`src/rtl/ps2_pkg.sv`:
```
// Shared definitions for the PS/2 keyboard receiver.
// Contents:
//   PS2_EXT / PS2_BRK : scan-code prefixes for extended keys and key release
//   EVT_W             : width of a key-event word {ext, brk, code[7:0]}
//   rx_state_t        : deframer state encoding
package ps2_pkg;

   localparam logic [7:0] PS2_EXT = 8'hE0;
   localparam logic [7:0] PS2_BRK = 8'hF0;
   localparam int         EVT_W   = 10;

   typedef enum logic [1:0] {
      IDLE   = 2'd0,
      DATA   = 2'd1,
      PARITY = 2'd2,
      STOP   = 2'd3
   } rx_state_t;

endpackage

```
`src/rtl/ps2_rx_fifo_if.sv`:
```
// Bus bundle between the PS/2 receiver and its environment.
// Signals:
//   ps2_clk, ps2_data : raw PS/2 pins (asynchronous to the system clock)
//   rd_en, clr_ovf    : consumer pops the head event / clears sticky overflow
//   rd_data           : head event {ext, brk, code}, valid while ready=1
//   ready             : FIFO non-empty
//   overflow          : sticky, an event was dropped on a full FIFO
//   frame_err         : one-cycle pulse on parity, stop or timeout error
//   count             : FIFO occupancy
// Modports: master = pin/consumer side, slave = receiver.
interface ps2_rx_fifo_if
   import ps2_pkg::*;
#(
   parameter int FIFO_DEPTH = 8
);
   localparam int CW = $clog2(FIFO_DEPTH) + 1;

   logic             ps2_clk;
   logic             ps2_data;
   logic             rd_en;
   logic             clr_ovf;
   logic [EVT_W-1:0] rd_data;
   logic             ready;
   logic             overflow;
   logic             frame_err;
   logic [CW-1:0]    count;

   modport master (
      output ps2_clk, ps2_data, rd_en, clr_ovf,
      input  rd_data, ready, overflow, frame_err, count
   );

   modport slave (
      input  ps2_clk, ps2_data, rd_en, clr_ovf,
      output rd_data, ready, overflow, frame_err, count
   );

endinterface

```
`src/rtl/ps2_rx_fifo_sync_fifo.sv`:
```
// Generic first-word-fall-through synchronous FIFO with overflow tracking.
// Ports:
//   clk, rst_n      : clock, asynchronous active-low reset
//   push, push_data : write request and data
//   pop             : remove head entry (ignored when empty)
//   clr_ovf         : clear sticky overflow (a new drop in the same cycle wins)
//   rd_data         : head entry, read combinationally from storage
//   full, empty     : occupancy flags
//   count           : occupancy, 0..DEPTH
//   overflow        : sticky, set when a push was dropped
module sync_fifo #(
   parameter int WIDTH = 10,
   parameter int DEPTH = 8
) (
   input  logic                       clk,
   input  logic                       rst_n,
   input  logic                       push,
   input  logic [WIDTH-1:0]           push_data,
   input  logic                       pop,
   input  logic                       clr_ovf,
   output logic [WIDTH-1:0]           rd_data,
   output logic                       full,
   output logic                       empty,
   output logic [$clog2(DEPTH):0]     count,
   output logic                       overflow
);
   localparam int AW = $clog2(DEPTH);

   logic [WIDTH-1:0] mem [DEPTH];
   logic [AW-1:0]    wr_ptr;
   logic [AW-1:0]    rd_ptr;
   logic             do_push;
   logic             do_pop;
   logic             drop;

   assign full    = (count == (AW+1)'(DEPTH));
   assign empty   = (count == '0);
   assign rd_data = mem[rd_ptr];

   // A full FIFO still accepts a push when a pop frees the head slot in the same cycle.
   assign do_pop  = pop & ~empty;
   assign do_push = push & (~full | do_pop);
   assign drop    = push & full & ~do_pop;

   always_ff @(posedge clk or negedge rst_n) begin
      if (!rst_n) begin
         for (int i = 0; i < DEPTH; i++) begin
            mem[i] <= '0;
         end
         wr_ptr   <= '0;
         rd_ptr   <= '0;
         count    <= '0;
         overflow <= 1'b0;
      end else begin
         if (do_push) begin
            mem[wr_ptr] <= push_data;
            wr_ptr      <= wr_ptr + AW'(1);
         end
         if (do_pop) begin
            rd_ptr <= rd_ptr + AW'(1);
         end
         case ({do_push, do_pop})
            2'b10:   count <= count + (AW+1)'(1);
            2'b01:   count <= count - (AW+1)'(1);
            default: count <= count;
         endcase
         if (drop) begin
            overflow <= 1'b1;
         end else if (clr_ovf) begin
            overflow <= 1'b0;
         end
      end
   end

endmodule

```
`src/rtl/ps2_rx_fifo.sv`:
```
// PS/2 keyboard receiver: synchronises the PS/2 pins, deframes 11-bit frames
// (start, 8 data LSB first, odd parity, stop), folds E0/F0 prefixes into
// key-event words and buffers them in a FWFT FIFO.
// Ports:
//   clk_i : system clock
//   rst_n : asynchronous active-low reset
//   bus   : ps2_rx_fifo_if slave (pins, consumer handshake, status)
module ps2_rx_fifo
   import ps2_pkg::*;
#(
   parameter int FIFO_DEPTH    = 8,
   parameter int TIMEOUT_CYC   = 5000,
   parameter int SYNC_STAGES   = 2,
   parameter int DECODE_PREFIX = 1
) (
   input  logic         clk_i,
   input  logic         rst_n,
   ps2_rx_fifo_if.slave bus
);
   localparam int TW = $clog2(TIMEOUT_CYC + 1);

   logic [SYNC_STAGES-1:0] clk_sync;
   logic [SYNC_STAGES-1:0] data_sync;
   logic                   clk_prev;
   logic                   clk_s;
   logic                   data_s;
   logic                   fall;

   rx_state_t              state;
   logic [2:0]             bit_cnt;
   logic [7:0]             shift;
   logic                   par;
   logic [TW-1:0]          tmo_cnt;
   logic                   byte_valid;
   logic [7:0]             rx_byte;
   logic                   frame_err;

   logic                   ext_p;
   logic                   brk_p;
   logic                   is_prefix;
   logic                   push;
   logic [EVT_W-1:0]       push_data;
   logic                   fifo_full;
   logic                   fifo_empty;

   // Synchroniser chains; clk_prev resets to 0 so an idle-high line never looks like a falling edge.
   always_ff @(posedge clk_i or negedge rst_n) begin
      if (!rst_n) begin
         clk_sync  <= '0;
         data_sync <= '0;
         clk_prev  <= 1'b0;
      end else begin
         clk_sync  <= {clk_sync[SYNC_STAGES-2:0], bus.ps2_clk};
         data_sync <= {data_sync[SYNC_STAGES-2:0], bus.ps2_data};
         clk_prev  <= clk_s;
      end
   end

   assign clk_s  = clk_sync[SYNC_STAGES-1];
   assign data_s = data_sync[SYNC_STAGES-1];
   assign fall   = clk_prev & ~clk_s;

   // Deframer. The stall timer runs only mid-frame; an expiry overrides any state change.
   always_ff @(posedge clk_i or negedge rst_n) begin
      if (!rst_n) begin
         state      <= IDLE;
         bit_cnt    <= '0;
         shift      <= '0;
         par        <= 1'b0;
         tmo_cnt    <= '0;
         byte_valid <= 1'b0;
         rx_byte    <= '0;
         frame_err  <= 1'b0;
      end else begin
         byte_valid <= 1'b0;
         frame_err  <= 1'b0;

         if (state == IDLE || fall) begin
            tmo_cnt <= '0;
         end else begin
            tmo_cnt <= tmo_cnt + TW'(1);
         end

         case (state)
            IDLE: begin
               if (fall && !data_s) begin
                  state   <= DATA;
                  bit_cnt <= '0;
               end
            end
            DATA: begin
               if (fall) begin
                  shift   <= {data_s, shift[7:1]};
                  bit_cnt <= bit_cnt + 3'd1;
                  if (bit_cnt == 3'd7) begin
                     state <= PARITY;
                  end
               end
            end
            PARITY: begin
               if (fall) begin
                  par   <= data_s;
                  state <= STOP;
               end
            end
            STOP: begin
               if (fall) begin
                  if (data_s && (^{shift, par})) begin
                     byte_valid <= 1'b1;
                     rx_byte    <= shift;
                  end else begin
                     frame_err <= 1'b1;
                  end
                  state <= IDLE;
               end
            end
            default: state <= IDLE;
         endcase

         if (state != IDLE && !fall && tmo_cnt == TW'(TIMEOUT_CYC - 1)) begin
            state     <= IDLE;
            frame_err <= 1'b1;
         end
      end
   end

   assign is_prefix = (DECODE_PREFIX != 0) && (rx_byte == PS2_EXT || rx_byte == PS2_BRK);
   assign push      = byte_valid & ~is_prefix;
   assign push_data = (DECODE_PREFIX != 0) ? {ext_p, brk_p, rx_byte} : {2'b00, rx_byte};

   // Prefix flags accumulate until a non-prefix byte consumes them; any frame error discards them.
   always_ff @(posedge clk_i or negedge rst_n) begin
      if (!rst_n) begin
         ext_p <= 1'b0;
         brk_p <= 1'b0;
      end else if (frame_err) begin
         ext_p <= 1'b0;
         brk_p <= 1'b0;
      end else if (byte_valid && DECODE_PREFIX != 0) begin
         if (rx_byte == PS2_EXT) begin
            ext_p <= 1'b1;
         end else if (rx_byte == PS2_BRK) begin
            brk_p <= 1'b1;
         end else begin
            ext_p <= 1'b0;
            brk_p <= 1'b0;
         end
      end
   end

   sync_fifo #(
      .WIDTH (EVT_W),
      .DEPTH (FIFO_DEPTH)
   ) u_fifo (
      .clk       (clk_i),
      .rst_n     (rst_n),
      .push      (push),
      .push_data (push_data),
      .pop       (bus.rd_en),
      .clr_ovf   (bus.clr_ovf),
      .rd_data   (bus.rd_data),
      .full      (fifo_full),
      .empty     (fifo_empty),
      .count     (bus.count),
      .overflow  (bus.overflow)
   );

   assign bus.ready     = ~fifo_empty;
   assign bus.frame_err = frame_err;

endmodule
```
`src/flat_wrapper.sv`:
```
// flat-port wrapper written by rule: the top's interface ports become plain ports
module ps2_rx_fifo_flat import ps2_pkg::*;
#(
   parameter int FIFO_DEPTH    = 8,
   parameter int TIMEOUT_CYC   = 5000,
   parameter int SYNC_STAGES   = 2,
   parameter int DECODE_PREFIX = 1
)
  (clk_i, rst_n, bus_ps2_clk, bus_ps2_data, bus_rd_en, bus_clr_ovf, bus_rd_data, bus_ready, bus_overflow, bus_frame_err, bus_count);
  ps2_rx_fifo_if #(.FIFO_DEPTH(FIFO_DEPTH)) bus_i ();
  input  logic clk_i;
  input  logic rst_n;
  input wire logic [$bits(bus_i.ps2_clk)-1:0] bus_ps2_clk;
  input wire logic [$bits(bus_i.ps2_data)-1:0] bus_ps2_data;
  input wire logic [$bits(bus_i.rd_en)-1:0] bus_rd_en;
  input wire logic [$bits(bus_i.clr_ovf)-1:0] bus_clr_ovf;
  output wire logic [$bits(bus_i.rd_data)-1:0] bus_rd_data;
  output wire logic [$bits(bus_i.ready)-1:0] bus_ready;
  output wire logic [$bits(bus_i.overflow)-1:0] bus_overflow;
  output wire logic [$bits(bus_i.frame_err)-1:0] bus_frame_err;
  output wire logic [$bits(bus_i.count)-1:0] bus_count;
  assign bus_i.ps2_clk = bus_ps2_clk;
  assign bus_i.ps2_data = bus_ps2_data;
  assign bus_i.rd_en = bus_rd_en;
  assign bus_i.clr_ovf = bus_clr_ovf;
  assign bus_rd_data = bus_i.rd_data;
  assign bus_ready = bus_i.ready;
  assign bus_overflow = bus_i.overflow;
  assign bus_frame_err = bus_i.frame_err;
  assign bus_count = bus_i.count;
  ps2_rx_fifo #(.FIFO_DEPTH(FIFO_DEPTH), .TIMEOUT_CYC(TIMEOUT_CYC), .SYNC_STAGES(SYNC_STAGES), .DECODE_PREFIX(DECODE_PREFIX)) u_core (.clk_i(clk_i), .rst_n(rst_n), .bus(bus_i));
endmodule
```
`config.mk`:
```
export PLATFORM = sky130hd
export DESIGN_NAME = ps2_rx_fifo_flat
export DESIGN_NICKNAME = d
export VERILOG_FILES = /design/src/rtl/ps2_pkg.sv /design/src/rtl/ps2_rx_fifo_if.sv /design/src/rtl/ps2_rx_fifo_sync_fifo.sv /design/src/rtl/ps2_rx_fifo.sv /design/src/flat_wrapper.sv
export SDC_FILE = /design/constraint.sdc
export NUM_CORES = 1
export LEC_CHECK = 0
export ABC_AREA = 1
export BUFFER_PORTS_ARGS = -buffer_cell sky130_fd_sc_hd__buf_2
export CORE_MARGIN = 2
export CORE_UTILIZATION = 25
export CTS_CLUSTER_DIAMETER = 150
export DETAILED_ROUTE_END_ITERATION = 8
export GPL_TIMING_DRIVEN = 0
export MAX_ROUTING_LAYER = met4
export PLACE_DENSITY = 0.42
export RECOVER_POWER = 100
export SLEW_MARGIN = 20
export SYNTH_ARGS = -nofsm -noshare
export SYNTH_HDL_FRONTEND = slang
export SYNTH_SLANG_ARGS = --single-unit
```
`constraint.sdc`:
```
create_clock -name clk_i -period 3.66 [get_ports clk_i]
set_input_delay 0 -clock clk_i [delete_from_list [all_inputs] [get_ports clk_i]]
set_output_delay 0 -clock clk_i [all_outputs]
set_load 0.1 [all_outputs]
```
## Word level (Yosys, flattened, before mapping)

Index checks and enable logic that the tools add are counted.

- Add/sub/neg operators: 6
- $lt $le $gt $ge: 3
- Equality and inequality tests: 19
- Mux-type cells: 35
- Bitwise logic cells: 14
- Reduce and logical (&&, ||, !) cells: 24

Operators with widths:

| cell | count |
|---|---|
| $bwmux 80 | 1 |
| $bmux 10 s3 | 1 |
| $demux 10 s3 | 1 |
| $mux 10 | 3 |
| $mux 1 | 17 |
| $eq 8x8->1 const B | 2 |
| $ne 3x1->1 const B | 5 |
| $add 13x1->13 const B | 1 |
| $eq 13x13->1 const B | 1 |
| $mux 13 | 1 |
| $mux 2 | 6 |
| $reduce_bool 2->1 | 5 |
| $add 3x1->3 const B | 3 |
| $reduce_xor 9->1 | 1 |
| $ge 4x4->1 const B | 2 |
| $not 3->4 | 2 |
| $pmux 2 s4 | 1 |
| $pmux 4 s2 | 1 |
| $reduce_and 2->1 | 4 |
| $and 1x1->1 | 6 |
| $eq 2x2->1 const B | 3 |
| $mux 3 | 2 |
| $pmux 3 s2 | 1 |
| $reduce_and 3->1 | 2 |
| 17 further kinds | 29 |

- Register bits after elaboration: 135
- Bits of input ports: 6
- Word-level logic and storage cells: 126

## Longest topological paths before layout

- Depth in word-level cells: 7
- Gate-level depth with buffers: 16
- Mapped depth without buffers: 16

## Hierarchy

Synthesis repeated with hierarchy kept, for this count alone.

- Cell total of the unflattened synthesis: 885
- Area, all modules: 7076.8 µm²

By module, submodules not included:

| module | times used | cells each | area an instance (µm²) | seq. area each (µm²) |
|---|---|---|---|---|
| sync_fifo | 1 | 616 | 4830.9 | 2277.2 |
| ps2_rx_fifo | 1 | 269 | 2245.9 | 1101.1 |

## Worst setup path after synthesis

No wires, ideal clock.

- Path kind: reg-to-reg
- From: reg u_core.u_fifo.count[0]
- To: reg u_core.u_fifo.count[3]
- Data arrival time: 3378 ps
- Data required time: 3546 ps
- Slack: 168 ps
- Stages on the path, launching flop included: 15
- Clock period less this slack: 3492 ps
- Cell sequence: dfrtp_1 nor2_1 nand3_1 nand2_1 inv_1 nand2_1 inv_1 ha_1 nand3_1 nand2_1 nand4_1 nand2_1 nand3_1 nand2_1 inv_1

- Cells in the longest elaborated chain, start to end: 7

RTL lines:

| item | RTL line | source |
|---|---|---|
| start: declaration | ps2_rx_fifo_sync_fifo.sv:24 | `output logic [$clog2(DEPTH):0] count,` |
| start signal: assignment | ps2_rx_fifo_sync_fifo.sv:63 | `2'b10: count <= count + (AW+1)'(1);` |
| start signal: assignment | ps2_rx_fifo_sync_fifo.sv:64 | `2'b01: count <= count - (AW+1)'(1);` |
| start signal: assignment | ps2_rx_fifo_sync_fifo.sv:65 | `default: count <= count;` |
| $logic_not 4->1 * | ps2_rx_fifo_sync_fifo.sv:37 | `assign empty = (count == '0);` |
| $not 1->1 * | n/a |  |
| named net bus_ready | flat_wrapper.sv:18 | `output wire logic [$bits(bus_i.ready)-1:0] bus_ready;` |
| $and 1x1->1 * | ps2_rx_fifo_sync_fifo.sv:41 | `assign do_pop = pop & ~empty;` |
| $or 1x1->1 | ps2_rx_fifo_sync_fifo.sv:42 | `assign do_push = push & (~full \| do_pop);` |
| $and 1x1->1 | ps2_rx_fifo_sync_fifo.sv:42 |  |
| $eq 2x1->1 or $eq 2x2->1 (tied branches) | ps2_rx_fifo_sync_fifo.sv:62 | `case ({do_push, do_pop})` |
| $pmux 4 s2 or $reduce_bool 2->1 (tied branches) | n/a |  |

Mark *: on every way through the listed nets, which the timed path passes. The rest lies on a longest branch.
A chain may end at the register's enable or synchronous reset.

## Worst setup path in the final report

- From: reg u_core.u_fifo.rd_ptr[0]
- To: out bus_rd_data[0]

- Cells in the longest elaborated chain, start to end: 4

RTL lines:

| item | RTL line | source |
|---|---|---|
| start: declaration | ps2_rx_fifo_sync_fifo.sv:31 | `logic [AW-1:0] rd_ptr;` |
| start signal: assignment | ps2_rx_fifo_sync_fifo.sv:60 | `rd_ptr <= rd_ptr + AW'(1);` |
| $not 3->4 (not written as such) | ps2_rx_fifo_sync_fifo.sv:38 | `assign rd_data = mem[rd_ptr];` |
| $bmux 10 s3 | ps2_rx_fifo_sync_fifo.sv:38 |  |
| $mux 10 (not written as such) (2 in series) | ps2_rx_fifo_sync_fifo.sv:38 |  |
| end: declaration | flat_wrapper.sv:17 | `output wire logic [$bits(bus_i.rd_data)-1:0] bus_rd_data;` |

Every way passes these cells. The select of a mux whose other input is x is not followed.

==> flow_summary.html <==
<table>
<tr><th>Metric</th><th>Value</th></tr>
<tr><th colspan="2">Die</th></tr>
<tr><td>Die Wd</td><td>165 µm</td></tr>
<tr><td>Top-Level Pins</td><td>23</td></tr>
<tr><td>Placement Rows</td><td>59</td></tr>
<tr><td>Core Region</td><td>25800 µm²</td></tr>
<tr><td>Die Ht</td><td>165 µm</td></tr>
<tr><td>Die ar.</td><td>27400 µm²</td></tr>
<tr><td>Starting Density</td><td>25.2%</td></tr>
<tr><th colspan="2">Routing</th></tr>
<tr><td>DRT iter0 DRCs</td><td>348</td></tr>
<tr><td>Via count of the routed design</td><td>5061</td></tr>
<tr><td>Average wire length per cell after detail routing</td><td>15.0 µm</td></tr>
<tr><td>Drc violations</td><td>0</td></tr>
<tr><td>Via-per-instance ratio</td><td>4.36</td></tr>
<tr><td>Number of detailed-routing iterations run before antenna repair</td><td>5</td></tr>
<tr><td>Post-route ant nets</td><td>0</td></tr>
<tr><td>Routed wire length</td><td>17400 µm</td></tr>
<tr><th colspan="2">Timing</th></tr>
<tr><td>Pin slew with the least headroom to its limit</td><td>1.77 ns</td></tr>
<tr><td>Tightest slew margin relative to the limit</td><td>-18.0%</td></tr>
<tr><td>Final setup violation count</td><td>0</td></tr>
<tr><td>Sum of negative setup slack</td><td>0 ns</td></tr>
<tr><td>Final number of max-transition violations</td><td>66</td></tr>
<tr><td>Final period utilization</td><td>81.5%</td></tr>
<tr><td>Final Critical Period</td><td>2.98 ns</td></tr>
<tr><td>Setup Skew</td><td>0.0104 ns</td></tr>
<tr><td>Fmax</td><td>335 MHz</td></tr>
<tr><td>Final hold violation count</td><td>0</td></tr>
<tr><td>Setup repair after global routing missed its margin</td><td>false</td></tr>
<tr><th colspan="2">Power and ir drop</th></tr>
<tr><td>Leakage Power</td><td>0.00350 µW</td></tr>
<tr><td>Cell Pwr Density</td><td>823 nW/µm²</td></tr>
<tr><td>Maximum vdd ir drop</td><td>0.948 mV</td></tr>
<tr><td>Proportion of power drawn by the clock network</td><td>27.2%</td></tr>
<tr><td>Internal power contribution</td><td>3270 µW</td></tr>
<tr><td>Sequential cell fraction of total power</td><td>29.2%</td></tr>
<tr><td>Logic pwr share</td><td>43.6%</td></tr>
<tr><td>Switching power</td><td>2960 µW</td></tr>
<tr><td>Switching power share of the total</td><td>47.5%</td></tr>
<tr><th colspan="2">Worst setup path</th></tr>
<tr><td>Kind of launch point of the worst setup path</td><td>flop</td></tr>
<tr><td>Cell family with the largest share of critical-path delay</td><td>buffers and inverters</td></tr>
<tr><td>Endpoint required time on the critical path</td><td>3.66 ns</td></tr>
<tr><td>Category of the worst setup path capture point</td><td>output port</td></tr>
<tr><td>Max Fanout on Critical Path</td><td>10</td></tr>
<tr><td>Startpoint-to-endpoint class of the critical path</td><td>reg -&gt; out</td></tr>
<tr><td>Delay of the slowest critical-path stage</td><td>0.90 ns</td></tr>
<tr><td>Slowest cell on the critical path</td><td>sky130_fd_sc_hd__clkbuf_1</td></tr>
<tr><td>Number of buffers and inverters on the critical path</td><td>3</td></tr>
<tr><td>Cell chain of the critical path</td><td>inv_1 -&gt; clkbuf_1 -&gt; nor2_1 -&gt; o22ai_1 -&gt; nor2_1 -&gt; a31oi_1 -&gt; clkbuf_1</td></tr>
<tr><td>Number of cells on the worst reg-to-reg path</td><td>13</td></tr>
<tr><td>Number of cells on the critical path</td><td>7</td></tr>
<tr><td>Arrival @ worst endpoint</td><td>2.98 ns</td></tr>
<tr><th colspan="2">Global route</th></tr>
<tr><td>Number of antenna violations at the first check in global routing</td><td>0</td></tr>
<tr><td>Pin count of the biggest net entering global routing</td><td>71</td></tr>
<tr><td>Via count of the first global-routing pass</td><td>5019</td></tr>
<tr><td>Overflow left after global routing</td><td>0</td></tr>
<tr><td>Global-route wire length before repair</td><td>28100 µm</td></tr>
<tr><td>Global-route total usage across every layer</td><td>14.0%</td></tr>
<tr><th colspan="2">Worst hold path</th></tr>
<tr><td>Number of cells on the worst hold path</td><td>2</td></tr>
<tr><td>Class of the most critical hold timing path</td><td>in -&gt; reg</td></tr>
<tr><th colspan="2">Cells and area</th></tr>
<tr><td>Share of cells above drive strength 1</td><td>8.59%</td></tr>
<tr><td>Growth of design area from synthesis to finish</td><td>16.1%</td></tr>
<tr><td>Count of placed standard cells in the final layout, fillers left out</td><td>1162</td></tr>
<tr><td>Filler cells</td><td>2835</td></tr>
<tr><td>Top library cells by usage in the layout, fill and taps aside</td><td>sky130_fd_sc_hd__nand2_1, sky130_fd_sc_hd__dfrtp_1, sky130_fd_sc_hd__o21ai_0</td></tr>
<tr><td>Diodes inserted</td><td>0</td></tr>
<tr><td>Leading cell type in the layout, fill and taps excluded</td><td>sky130_fd_sc_hd__nand2_1</td></tr>
<tr><td>Layout Nets</td><td>834</td></tr>
<tr><th colspan="2">Place</th></tr>
<tr><td>Hpwl dp</td><td>12000 µm</td></tr>
<tr><td>Number of I/O port buffers</td><td>22</td></tr>
<tr><td>Gp weighted congestion</td><td>0.808</td></tr>
<tr><td>Dpl cells</td><td>1126</td></tr>
<tr><th colspan="2">Synthesis</th></tr>
<tr><td>Number of warning messages in the yosys log</td><td>0</td></tr>
<tr><td>Average instance area after synthesis</td><td>8.49 µm²</td></tr>
<tr><td>Most instantiated flip-flop cell in the synthesis netlist</td><td>sky130_fd_sc_hd__dfrtp_1</td></tr>
<tr><td>Async S/R FF share, synth</td><td>100%</td></tr>
<tr><td>Number of flops mapped to enable cells by yosys</td><td>0</td></tr>
<tr><td>Yosys reg bits</td><td>135</td></tr>
<tr><td>Number of nets produced by synthesis</td><td>787</td></tr>
<tr><td>Cell Area, Synth</td><td>6520 µm²</td></tr>
<tr><td>Synthesized instance count</td><td>768</td></tr>
<tr><td>Unique cell type count in the Yosys netlist</td><td>33</td></tr>
<tr><td>Sequential fraction of the synthesis area</td><td>51.8%</td></tr>
<tr><th colspan="2">Clock tree</th></tr>
<tr><td>Number of buffers created by CTS</td><td>17</td></tr>
<tr><td>Post-CTS repair timing setup buffer count</td><td>0</td></tr>
<tr><td>Worst skew pair latency</td><td>0.42 ns</td></tr>
<tr><td>Clock sink total</td><td>135</td></tr>
<tr><td>Clock slew at reported path FFs</td><td>0.06 ns</td></tr>
<tr><td>Buffer levels on the longest clock path</td><td>2</td></tr>
<tr><td>Number of resized instances in the post-cts repair step</td><td>0</td></tr>
<tr><td>Clock root cell</td><td>sky130_fd_sc_hd__clkbuf_16</td></tr>
<tr><td>Clock tree from TritonCTS</td><td>yes</td></tr>
<tr><td>H-tree Lvls</td><td>4</td></tr>
<tr><th colspan="2">Status</th></tr>
<tr><td>Outcome</td><td>finished, violations left</td></tr>
<tr><td>Violations in the final reports</td><td>capacitance limit, slew limit</td></tr>
<tr><th colspan="2">Flow run</th></tr>
<tr><td>Max-capacitance violation count</td><td>1</td></tr>
</table>
## final timing paths
kind                                         startpoint                    end  slack, ns
worst max-delay path            u_core.u_fifo.rd_ptr[0]         bus_rd_data[0]       0.68
worst min-delay path                        bus_ps2_clk     u_core.clk_sync[0]       0.22
max in group asynchronous                         rst_n      u_core.tmo_cnt[2]       1.97
worst min register to register      u_core.data_sync[0]    u_core.data_sync[1]       0.35
min in group asynchronous                         rst_n  u_core.u_fifo.mem[76]       0.58
worst max register to register        u_core.rx_byte[0]  u_core.u_fifo.mem[47]       0.89
## through the flow
stage / utilization, % / total power [µW] / hold slack (ns) / cell area, µm² / worst slack [ns]
finish: 29.3 / 6230 / 0.219 / 7570 / 0.678
global placement: 27.3 / 4630 / 0.108 / 7050 / 0.425
detailed placement: 27.4 / 4630 / -0.00581 / 7090 / 1.36
CTS: 29.8 / 6360 / 0.144 / 7710 / 1.09
global route: 29.3 / 6650 / 0.210 / 7570 / 0.522
floorplan: - / 3960 / -0.296 / 6520 / 0.168
## power by group through the flow
stage / Sequential, µW / Clock (µW) / Combinational, µW
6_report: 1820 / 1690 / 2710
5_1_grt: 1840 / 1810 / 3000
4_1_cts: 1820 / 1750 / 2790
3_5_place_dp: 1840 / 0 / 2780
3_3_place_gp: 1840 / 0 / 2780
2_1_floorplan: 1960 / 0 / 2000
## logic make-up (layout without fill, tap and decap cells)
logic type / Yosys count / count (layout) / share of synthesized area (%)
simple gates: 338 / 338 / 21.9
fa+ha+maj: 13 / 13 / 2.61
buf+inv: 93 / 152 / 7.35
compound gates: 181 / 181 / 15.3
xor+xnor: 8 / 8 / 1.07
flops: 135 / 135 / 51.8
## synth_stat cells (7+ instances only)
library cell	number	area (µm²)
sky130_fd_sc_hd__a21oi_1	13	65.1
sky130_fd_sc_hd__a31oi_1	10	62.6
sky130_fd_sc_hd__buf_6	13	146
sky130_fd_sc_hd__clkbuf_1	16	60.1
sky130_fd_sc_hd__dfrtp_1	135	3380
sky130_fd_sc_hd__ha_1	12	150
sky130_fd_sc_hd__inv_1	53	199
sky130_fd_sc_hd__nand2_1	177	664
sky130_fd_sc_hd__nand2_2	12	75.1
sky130_fd_sc_hd__nand2_4	8	90.1
sky130_fd_sc_hd__nand3_1	15	75.1
sky130_fd_sc_hd__nand4_1	11	68.8
sky130_fd_sc_hd__nor2_1	105	394
sky130_fd_sc_hd__nor3_1	7	35.0
sky130_fd_sc_hd__o21ai_0	71	355
sky130_fd_sc_hd__o21ai_1	59	295
sky130_fd_sc_hd__o21ai_2	12	105
sky130_fd_sc_hd__o22ai_1	11	68.8
sky130_fd_sc_hd__xor2_1	7	61.3
## registers in the layout, indices dropped and copies added (netlist names)
name                    cells
u_core.clk_prev             1
u_core.u_fifo.wr_ptr        3
u_core.bit_cnt              3
u_core.ext_p                1
u_core.u_fifo.count         4
u_core.u_fifo.overflow      1
u_core.bus.frame_err        1
u_core.state                2
u_core.shift                8
u_core.rx_byte              8
u_core.clk_sync             2
u_core.byte_valid           1
u_core.par                  1
u_core.brk_p                1
u_core.u_fifo.mem          80
u_core.tmo_cnt             13
u_core.u_fifo.rd_ptr        3
u_core.data_sync            2
## cell type report
cell class / instances / area [µm²] / area share, %
clock buffers: 22 / 474 / 6.27
repair buffers: 28 / 166 / 2.20
plain buffers: 33 / 194 / 2.56
flip-flops and latches: 135 / 3380 / 44.6
well taps: 335 / 419 / 5.54
multi-input cells: 540 / 2610 / 34.5
inverters: 60 / 226 / 2.99
clock inverters: 9 / 100 / 1.32
## metal layers
layer	track usage, %	share of wire [%]	wire [µm]	up-vias
met5	-	0	0	-
met4	4.35	1.4	246	0
met3	2.87	2.9	505	23
met2	20.3	44	7710	65
met1	19.6	51	8960	2375
li1	-	-	-	2598
## what timing repair did
action                                  in CTS  in global routing
hold buffers                                 5                  0
endpoints found under the setup margin       0                  0
endpoints found under the hold margin       69                  0
No activity file was read; power rests on OpenSTA's default activity.
